--- config.mk ---
export PLATFORM = sky130hd
export DESIGN_NAME = fetch_queue
export DESIGN_NICKNAME = d
export VERILOG_FILES = /design/src/rtl/fetch_queue.sv
export SDC_FILE = /design/constraint.sdc
export NUM_CORES = 1
export LEC_CHECK = 0
export CORE_AREA = 2 2 143 75
export DETAILED_ROUTE_END_ITERATION = 8
export DIE_AREA = 0 0 145 77
export PLACE_DENSITY_LB_ADDON = 0.25
export SLEW_MARGIN = 25
export SYNTH_ARGS = -nofsm -noshare
export SYNTH_HDL_FRONTEND = slang
export SYNTH_SLANG_ARGS = --single-unit
--- constraint.sdc ---
create_clock -name clk -period 12.18 [get_ports clk]
set_input_delay 1.218 -clock clk [delete_from_list [all_inputs] [get_ports clk]]
set_output_delay 1.218 -clock clk [all_outputs]
set_load 0.03 [all_outputs]
--- src/rtl/fetch_queue.sv ---
// fetch_queue: ready/valid IF->ID instruction queue with single-cycle flush.
// Define FETCH_QUEUE_BYPASS_EN for a zero-latency path through an empty queue.
module fetch_queue #(
    parameter int DEPTH = 2
) (
    input  logic                     clk,
    input  logic                     reset,
    input  logic                     flush,
    input  logic                     if_valid,
    input  logic [31:0]              if_Instruction,
    input  logic [31:0]              if_PC_plus4,
    output logic                     if_ready,
    output logic                     id_valid,
    output logic [31:0]              id_Instruction,
    output logic [31:0]              id_PC_plus4,
    input  logic                     id_ready,
    output logic [$clog2(DEPTH):0]   count
);
    localparam int AW = $clog2(DEPTH);
    localparam logic [AW:0] FULL = DEPTH[AW:0];

    logic [63:0]   mem [DEPTH];
    logic [AW-1:0] rd_ptr, wr_ptr;
    logic          push, pop, store, bypass;
    logic [63:0]   head;

    assign if_ready = (count < FULL) && !reset;
`ifdef FETCH_QUEUE_BYPASS_EN
    assign bypass   = (count == '0) && if_valid && !flush && !reset;
    assign id_valid = !flush && ((count != '0) || bypass);
`else
    assign bypass   = 1'b0;
    assign id_valid = count != '0;
`endif
    // a bypassed entry taken by ID the same cycle is never stored
    assign push  = if_valid && if_ready;
    assign pop   = id_valid && id_ready && !bypass;
    assign store = push && !(bypass && id_ready);

    assign head           = bypass ? {if_Instruction, if_PC_plus4} : mem[rd_ptr];
    assign id_Instruction = id_valid ? head[63:32] : '0;
    assign id_PC_plus4    = id_valid ? head[31:0] : '0;

    always_ff @(posedge clk) begin
        if (reset || flush) begin
            rd_ptr <= '0;
            wr_ptr <= '0;
            count  <= '0;
        end else begin
            wr_ptr <= wr_ptr + AW'(store);
            rd_ptr <= rd_ptr + AW'(pop);
            count  <= count + (AW+1)'(store) - (AW+1)'(pop);
        end
    end

    always_ff @(posedge clk) begin
        if (store && !reset && !flush)
            mem[wr_ptr] <= {if_Instruction, if_PC_plus4};
    end
endmodule

==> flow_metrics.tcl <==
set metrics [dict create \
    outcome "completed" \
    cts_buffer_depth 2 \
    dr_total_vias 3005 \
    cp.required_ns 10.96 \
    io_pins 137 \
    dpl_cell_area_um2 6576 \
    grt_usage 0.1974 \
    p_per_area_nw_per_um2 155.2 \
    cts_resized 0 \
    layout.nets 516 \
    netlist.top_cell.by_area "edfxtp_1" \
    die_w_um 145 \
    instances_no_fill 597 \
    relSlewSlack 0.5655 \
    power_mw 1.116 \
    clk_latency_ns 0.40 \
    ant_nets 0 \
    ys.flop_type "edfxtp_1" \
    cts_tree "built" \
    synth_top_area_frac 0.7611 \
    min_delay_path_depth 2 \
    r2r_setup_slack_ns 10.16 \
    place_inst 567 \
    cellLeakagePower_nw 2.300 \
    holdCritPathClass "reg -> reg" \
    drive_gt1_frac 0.08972 \
    syn-cell-area_um2 5050 \
    syn-instance-count 300 \
    drv_slew 0 \
    first_pass_iters 4 \
    gp_congestion 0.8355 \
    cts_setup_buffers 0 \
    cts.reportedPaths.clkPinSlew_ns 0.06 \
    fp-row-count 26 \
    grt_pass1_wl_um 16560 \
    synth.top_cells.by_count "edfxtp_1 (128), nor2_1 (67), mux2i_1 (64), buf_2 (12)" \
    multi_input_area_um2 1064 \
    r2r_start "count[1]$_SDFF_PP0_" \
    die-area_um2 11170 \
    cts_sinks 132 \
    drc 0 \
    cp_max_fo 36 \
    num_antenna_cells 0 \
    ir_worst_vdd_mv 0.1091 \
    synth_edf_count 128 \
    ys_ff_latch 132 \
    rsz0062_at_grt "false" \
    cts_root_buffer "clkbuf_16" \
    final_cell_area_um2 7188 \
    via_per_inst 5.034 \
    cts_buffers 17 \
    synth-async-reset-ratio 0 \
    antenna_found_initial 0 \
    min_from "wr_ptr$_SDFF_PP0_" \
    min_to "wr_ptr$_SDFF_PP0_" \
    finalHoldViolations 0 \
    finClkSkew_ns 0.005113 \
    yosys_warnings 0 \
    drv_cap 0 \
    worst_slew_pin_slew_ns 0.6503 \
    synth_area_leaders "edfxtp_1 (76%), mux2i_1 (13%), nor2_1 (5.0%)" \
    r2r-end "count[1]$_SDFF_PP0_" \
    critPathKind "reg -> out" \
    path_cells "buf_4, mux2i_1, nor2_1, clkdlybuf4s50_1" \
    drt_iter0_markers 148 \
    end_kind "output port" \
    gr-total-overflow 0 \
    fin_crit_sh 0.3282 \
    drt_wl_total_um 10300 \
    area_growth_syn_to_layout_pct 42.34 \
    yosysMostFrequentCell "edfxtp_1" \
    cp.arrival_ns 2.78 \
    core-area_um2 9922 \
    regArea_um2 3928 \
    synth.avg_cell_area_um2 16.83 \
    grt_max_degree 39 \
    setup_viol 0 \
    grt_pass1_vias 3170 \
    fmax_mhz 250.2 \
    max_stage_delay_ns 0.71 \
    synthesis.nets 370 \
    hpwl_um 6526 \
    postCtsHoldBufs 0 \
    fin_tns_setup_ns 0 \
    min_period_ns 3.997 \
    reg2reg_depth 5 \
    yosysSeqAreaShare 0.7770 \
    wl_per_cell_um 17.25 \
    cts-htree-levels 4 \
    num-fill-cells 646 \
    die_y_um 77 \
    synth.distinct_cells 25 \
    start_kind "flip-flop" \
    cp-startpoint "rd_ptr$_SDFF_PP0_" \
    numPortBuffers 136 \
    crit_slowest_cell "clkdlybuf4s50_1" \
    initial_utilization 0.5090 \
]
[worst max-delay path: cells and delay by family (launching register included)]
family,cells,cell delay (ns)
buffers and inverters,2,1.33
DFF,1,0.68
muxes,1,0.16
and+or+nand+nor,1,0.18
[cells in the final DEF, fill, tap and decap left out, types with 2 or more instances in the layout]
cell type | netlist | routed
clkinv_4 | 0 | 3
xor2_1 | 2 | 2
clkinv_2 | 0 | 2
nor2_1 | 67 | 66
bufinv_16 | 0 | 4
clkdlybuf4s50_1 | 0 | 136
buf_4 | 1 | 6
dfxtp_1 | 4 | 3
clkbuf_16 | 0 | 17
nor2b_1 | 2 | 2
clkinvlp_4 | 0 | 4
mux2i_1 | 64 | 64
edfxtp_1 | 128 | 128
nor3_1 | 4 | 3
[metal layers]
layer / vias to the layer above / GRT usage / part of all wire
met4: 0 / 0.07723 / 0.011
met2: 116 / 0.3048 / 0.44
met3: 15 / 0.07321 / 0.082
met1: 1459 / 0.2573 / 0.47
met5: - / 0 / 0
li1: 1415 / - / -
[power breakdown]
part,leakage (nW),total [mW],internal [mW],switching [mW]
Combinational,0.818,0.0845,0.0406,0.0439
Sequential,1.20,0.511,0.508,0.00331
Clock,0.287,0.520,0.340,0.180
[cells by family (layout without fill, tap and decap cells)]
| kind of cell | Yosys count | after routing | share of synthesized area |
|---|---|---|---|
| simple gates | 81 | 81 | 0.06764 |
| compound gates | 2 | 2 | 0.002725 |
| buf+inv | 16 | 173 | 0.01586 |
| xor+xnor | 3 | 3 | 0.005204 |
| mux | 65 | 65 | 0.1291 |
| fa+ha+maj | 1 | 1 | 0.002477 |
| flops | 132 | 132 | 0.7770 |
[state kept, by name, indices dropped and copies added, names as in the netlist]
register	flops
rd_ptr	1
mem	128
wr_ptr	1
count	2
[how the worst max path moves through the flow]
| stage | endpoint | slack [ns] | cells after the start |
|---|---|---|---|
| floorplan | mem[1][0]$_DFFE_PP_ | 5.01 | 3 |
| global placement | if_ready | 8.37 | 3 |
| detailed placement | if_ready | 8.29 | 3 |
| CTS | id_PC_plus4[18] | 8.15 | 4 |
| global route | id_PC_plus4[18] | 8.00 | 4 |
| finish | id_PC_plus4[18] | 8.18 | 4 |
[metrics by stage]
stage,hold WS [ns],utilization,setup slack (ns)
floorplan,0.5276,-,5.010
global placement,0.5926,0.6628,8.367
detailed placement,0.5709,0.6628,8.289
CTS,0.5929,0.7245,8.146
global route,0.6388,0.7245,8.003
finish,0.5924,0.7245,8.183
[area by class of cell]
class,count,area share
clock buffers,17,0.05918
clock inverters,13,0.02594
well taps,140,0.02437
repair buffers,142,0.1956
flip-flops and latches,132,0.5464
inverters,1,0.0005222
multi-input cells,152,0.1480
(Power assumes the default switching activity.)
